## config.mk

```make
export PLATFORM = sky130hd
export DESIGN_NAME = sprite_frame_player
export DESIGN_NICKNAME = d
export VERILOG_FILES = /design/src/rtl/sprite_frame_player.sv
export SDC_FILE = /design/constraint.sdc
export NUM_CORES = 1
export LEC_CHECK = 0
export CORE_UTILIZATION = 35
export CTS_BUF_LIST = sky130_fd_sc_hd__clkbuf_8
export CTS_CLUSTER_DIAMETER = 60
export CTS_CLUSTER_SIZE = 10
export DETAILED_ROUTE_END_ITERATION = 8
export PLACE_DENSITY_LB_ADDON = 0.1
export SYNTH_ARGS = -nofsm -noshare
export SYNTH_HDL_FRONTEND = slang
export SYNTH_SLANG_ARGS = --single-unit
```

## constraint.sdc

```tcl
create_clock -name Clk -period 3.8 [get_ports Clk]
set_input_delay 0.76 -clock Clk [delete_from_list [all_inputs] [get_ports Clk]]
set_output_delay 0.76 -clock Clk [all_outputs]
set_load 0.005 [all_outputs]
```

## src/rtl/sprite_frame_player.sv

```systemverilog
`default_nettype none
// ============================================================================
//  Module   : sprite_frame_player
//  Purpose  : Latches the 4-bit sprite motion code once per video frame,
//             tracks the sprite's horizontal position, generates sprite ROM
//             addresses for the current VGA pixel and returns a palette index
//             plus an opaque flag to the colour mapper (fixed 2-Clk latency).
//  Ports    : Clk, Reset (async, active-high)
//             frame_tick       - one-Clk strobe at start of vertical blank
//             motion[3:0]      - [3]=right, [2]=left, [1:0]=animation frame
//             DrawX/DrawY      - current pixel column/row
//             rom_addr         - registered sprite ROM address
//             rom_data         - palette index from synchronous ROM (0=clear)
//             sprite_on        - opaque sprite pixel, 2 Clk after DrawX/DrawY
//             pixel_idx        - palette index, zero when sprite_on=0
//             sprite_x         - current sprite left column
//             facing_left      - latched direction
//  Options  : SPRITE_MIRROR_EN - ROM holds right-facing frames only; left
//             facing is produced by mirroring the column.
//  Revision : 1.0 - initial release
// ============================================================================
module sprite_frame_player #(
    parameter int SPR_W    = 32,
    parameter int SPR_H    = 48,
    parameter int SCREEN_W = 640,
    parameter int X_INIT   = 304,
    parameter int Y_POS    = 400,
    parameter int STEP     = 2,
    parameter int ADDR_W   = 14
) (
    input  logic              Clk,
    input  logic              Reset,
    input  logic              frame_tick,
    input  logic [3:0]        motion,
    input  logic [9:0]        DrawX,
    input  logic [9:0]        DrawY,
    output logic [ADDR_W-1:0] rom_addr,
    input  logic [3:0]        rom_data,
    output logic              sprite_on,
    output logic [3:0]        pixel_idx,
    output logic [9:0]        sprite_x,
    output logic              facing_left
);

    localparam logic signed [10:0] c_max_x       = 11'(SCREEN_W - SPR_W);
    localparam logic signed [10:0] c_step        = 11'(STEP);
    localparam logic [10:0]        c_spr_w       = 11'(SPR_W);
    localparam logic [10:0]        c_y_top       = 11'(Y_POS);
    localparam logic [10:0]        c_y_bot       = 11'(Y_POS + SPR_H);
    localparam logic [9:0]         c_y_pos       = 10'(Y_POS);
    localparam logic [9:0]         c_x_init      = 10'(X_INIT);
    localparam logic [9:0]         c_col_max     = 10'(SPR_W - 1);
    localparam logic [3:0]         c_motion_init = 4'b1000;

    // State
    logic [3:0]        cur_motion_q, cur_motion_d;
    logic [9:0]        sprite_x_q, sprite_x_d;
    logic              facing_left_q, facing_left_d;
    logic [ADDR_W-1:0] rom_addr_q, rom_addr_d;
    logic              hit_d1_q, hit_d1_d;
    logic              hit_d2_q, hit_d2_d;

    // Combinational helpers
    logic signed [10:0] w_x_signed;
    logic signed [10:0] w_x_moved;
    logic               w_code_valid;
    logic [10:0]        w_dx, w_dy, w_sx, w_sx_end;
    logic               w_hit;
    logic [9:0]         w_col, w_row, w_col_eff;
    logic [2:0]         w_img;
    logic [ADDR_W-1:0]  w_addr;

    // ------------------------------------------------------------------------
    // Motion latch and horizontal movement (only on frame_tick).
    // ------------------------------------------------------------------------
    always_comb begin
        cur_motion_d  = cur_motion_q;
        sprite_x_d    = sprite_x_q;
        facing_left_d = facing_left_q;

        // Exactly one of right/left must be set for a code to be accepted.
        w_code_valid = motion[3] ^ motion[2];

        // 11-bit signed arithmetic so a left step from 0 goes negative
        // instead of wrapping, and the clamp below can catch it.
        w_x_signed = $signed({1'b0, sprite_x_q});
        w_x_moved  = motion[3] ? (w_x_signed + c_step) : (w_x_signed - c_step);

        if (frame_tick && w_code_valid) begin
            // A repeated code means "same animation frame": no step.
            if (motion != cur_motion_q) begin
                if (w_x_moved[10]) begin
                    sprite_x_d = 10'd0;
                end else if (w_x_moved > c_max_x) begin
                    sprite_x_d = c_max_x[9:0];
                end else begin
                    sprite_x_d = w_x_moved[9:0];
                end
            end
            cur_motion_d  = motion;
            facing_left_d = motion[2];
        end
    end

    // ------------------------------------------------------------------------
    // Hit test and ROM address for the current pixel.
    // ------------------------------------------------------------------------
    always_comb begin
        w_dx     = {1'b0, DrawX};
        w_dy     = {1'b0, DrawY};
        w_sx     = {1'b0, sprite_x_q};
        w_sx_end = w_sx + c_spr_w;

        w_hit = (w_dx >= w_sx) && (w_dx < w_sx_end) &&
                (w_dy >= c_y_top) && (w_dy < c_y_bot);

        // Only meaningful when w_hit=1; otherwise the address is not used.
        w_col = DrawX - sprite_x_q;
        w_row = DrawY - c_y_pos;

`ifdef SPRITE_MIRROR_EN
        w_img     = {1'b0, cur_motion_q[1:0]};
        w_col_eff = facing_left_q ? (c_col_max - w_col) : w_col;
`else
        w_img     = {facing_left_q, cur_motion_q[1:0]};
        w_col_eff = w_col;
`endif

        w_addr = ADDR_W'(w_img) * ADDR_W'(SPR_W * SPR_H)
               + ADDR_W'(w_row) * ADDR_W'(SPR_W)
               + ADDR_W'(w_col_eff);

        // Hold the last address off-sprite to avoid needless ROM toggling.
        rom_addr_d = w_hit ? w_addr : rom_addr_q;
        hit_d1_d   = w_hit;
        hit_d2_d   = hit_d1_q;
    end

    always_ff @(posedge Clk or posedge Reset) begin
        if (Reset) begin
            cur_motion_q  <= c_motion_init;
            sprite_x_q    <= c_x_init;
            facing_left_q <= 1'b0;
            rom_addr_q    <= '0;
            hit_d1_q      <= 1'b0;
            hit_d2_q      <= 1'b0;
        end else begin
            cur_motion_q  <= cur_motion_d;
            sprite_x_q    <= sprite_x_d;
            facing_left_q <= facing_left_d;
            rom_addr_q    <= rom_addr_d;
            hit_d1_q      <= hit_d1_d;
            hit_d2_q      <= hit_d2_d;
        end
    end

    // rom_data arrives alongside hit_d2, so the final stage is combinational.
    assign rom_addr    = rom_addr_q;
    assign sprite_x    = sprite_x_q;
    assign facing_left = facing_left_q;
    assign sprite_on   = hit_d2_q && (rom_data != 4'd0);
    assign pixel_idx   = sprite_on ? rom_data : 4'd0;

endmodule
`default_nettype wire

```

==> impl_metrics.tcl <==
set metrics [dict create \
    clockBufferDepth 2 \
    pwr-share-seq 0.177 \
    swShare 0.408 \
    final_common_cell "clkdlybuf4s50_1" \
    routed-via-count 2595 \
    status "finished, final reports clean" \
    die_w_um 95.0 \
    power_mw 2.97 \
    vias_per_cell 4.95 \
    place_congestion 0.773 \
    hp-start "hit_d1_q$_DFF_PP0_" \
    grt_max_degree 29 \
    required_ns 3.96 \
    dr.pass1.iters 4 \
    rows 33 \
    layout.nets 496 \
    hold_path.class "flip-flop to flip-flop" \
    yosys-top-cells-area "dfrtp_1 21%, ha_1 17%, xnor2_1 5.5%, mux2_4 4.0%, inv_1 3.7%" \
    layout_common_cells "54 x clkdlybuf4s50_1, 45 x buf_4, 35 x ha_1" \
    grt_overflow 0 \
    initial_core_util 0.365 \
    drc_errors 0 \
    setup_ws_ns 0.140 \
    postPlaceCellArea_sq_um 4060 \
    post-route-period-util 0.963 \
    tightest_slew_ns 1.08 \
    insertion_delay_ns 0.28 \
    intPower_mw 1.76 \
    drv_slew 0 \
    grt_pass1_wl_mm 11.5 \
    p_clk_frac 0.086 \
    vdd_ir_drop_max_v 0.000279 \
    cp-end-kind "flip-flop" \
    syn_avg_cell_area_sq_um 9.64 \
    htree_levels 2 \
    antenna_found_initial 0 \
    synth_warnings 0 \
    fin_tns_setup_ns 0 \
    synth_edf_count 0 \
    power_leakage_nw 1.89 \
    drtIter0Drc 29 \
    ys_async_sr_fraction 1.00 \
    synth-seq-cells 29 \
    hpwl_mm 5.72 \
    die_area_sq_um 9020 \
    relSlewSlack 0.279 \
    path_max_fanout 2 \
    critPathLaunchType "primary input" \
    routed_wl_mm 7.09 \
    power_density_nw_per_um2 694 \
    ios 61 \
    finalSetupViolCount 0 \
    final_hold_viol_count 0 \
    cts_hold_buf 0 \
    clock_sinks 29 \
    tritoncts "yes" \
    grt_pass1_vias 2500 \
    core_sq_um 8300 \
    area_growth_pct 41.4 \
    n_antenna_cell 0 \
    final_area_sq_um 4280 \
    fmax_mhz 273 \
    clk_pin_slew_ns 0.07 \
    groute.usage.overall 0.164 \
    yosysTopAreaCellShare 0.207 \
    comb_power_share 0.737 \
    drive_above_1_share 0.277 \
    numCtsBuffers 5 \
    r2r-start "sprite_x[1]$_DFFE_PP0P_" \
    synth_area_sq_um 3030 \
    finalClockSkew_ns 0.00683 \
    numPortBuffers 59 \
    ys_seq_area_frac 0.242 \
    crit_arrival_ns 3.83 \
    ys.flop_type "dfrtp_1" \
    fillers 762 \
    synthCells 314 \
    maxCapViolations 0 \
    synth_top_cell_by_area "dfrtp_1" \
    path_class "primary input to flip-flop" \
    yosysUniqueCellTypes 62 \
    antenna_left 0 \
    post-route-min-period_ns 3.66 \
    dp_slack_ns -0.657 \
    clockRootBuffer "clkbuf_8" \
    die_h_um 95.0 \
    cp-startpoint "DrawX[3]" \
    routedWlPerCell_um 13.5 \
    switchingPower_mw 1.21 \
]
==> flip-flops by register name, summed over array words and instances, names as in the netlist <==
register	count
rom_addr	14
cur_motion_q	4
hit_d2_q	1
hit_d1_q	1
sprite_x	9
==> worst max-delay path, stage by stage <==
cell,delay (ns)
dlygate4sd2_1,0.26
ha_4,0.26
o21ai_4,0.14
a22oi_2,0.10
a21o_2,0.22
a21oi_4,0.18
o21ai_2,0.07
xnor2_1,0.14
fa_1,0.48
inv_1,0.04
ha_1,0.30
buf_4,0.16
a21oi_4,0.14
o21bai_1,0.07
a21oi_1,0.17
xnor2_1,0.08
mux2_2,0.26
==> Yosys cell counts, types with 7 or more instances <==
cell type	number
inv_1	30
nand2_1	20
xnor2_1	19
ha_1	42
nor2_1	11
dfrtp_1	25
a21oi_1	18
mux2_4	8
mux2_2	7
o21ai_0	11
nand3_1	7
xor2_1	11
==> area by class of cell <==
cell class / instances / area [sq um] / share of cell area
tap: 105 / 131 / 0.0307
multi-input combinational: 247 / 2270 / 0.531
inverter: 30 / 113 / 0.0263
timing repair buffer: 105 / 946 / 0.221
sequential: 29 / 731 / 0.171
clock buffer: 5 / 68.8 / 0.0161
clock inverter: 3 / 17.5 / 0.00409
==> per-stage QoR <==
step | hold WS [ns] | instances | utilization
floorplan | 0.331 | 315 | -
global placement | 0.333 | 514 | 0.490
detailed placement | 0.337 | 514 | 0.490
CTS | 0.353 | 524 | 0.509
global route | 0.375 | 524 | 0.515
finish | 0.350 | 524 | 0.515
==> path summary, 6_finish.rpt <==
path                                             to  slack, ns  cells after the start
min reg2reg                      hit_d2_q$_DFF_PP0_       0.35                      0
min in group asynchronous   rom_addr[1]$_DFFE_PP0P_       1.05                      2
max in group asynchronous   sprite_x[4]$_DFFE_PP1P_       2.03                      3
max reg2reg                rom_addr[12]$_DFFE_PP0P_       0.31                     17
max                        rom_addr[12]$_DFFE_PP0P_       0.14                     17
min                              hit_d2_q$_DFF_PP0_       0.35                      0
==> logic make-up after synthesis <==
family          Yosys count  share of synthesized area
simple gates             71                      0.124
xor+xnor                 30                     0.0868
compound gates           81                      0.214
mux                      16                     0.0691
buf+inv                  39                     0.0571
other cells               1                    0.00124
flops                    29                      0.242
fa+ha+maj                47                      0.207
==> per-layer routing <==
metal	GRT usage	up-vias	part of all wire
met2	0.302	42	0.52
met4	0.0455	0	0.0066
met5	0	-	0
li1	-	1332	-
met1	0.195	1219	0.44
met3	0.0250	2	0.031
==> power by group through the flow <==
stage               Sequential (mW)  Clock, mW  Combinational [mW]
floorplan                     0.523          0                1.32
global placement              0.529          0                2.04
detailed placement            0.531          0                2.08
CTS                           0.528      0.269                2.15
global route                  0.546      0.280                2.43
finish                        0.524      0.255                2.19
==> timing repair <==
| action | CTS | global route |
|---|---|---|
| buffers inserted | 2 | 0 |
| pin swaps | 17 | 5 |
| resized for setup | 16 | 12 |
| hold endpoints to repair | 0 | 0 |
| endpoints found under the setup margin | 4 | 3 |
(Power assumes the default switching activity.)
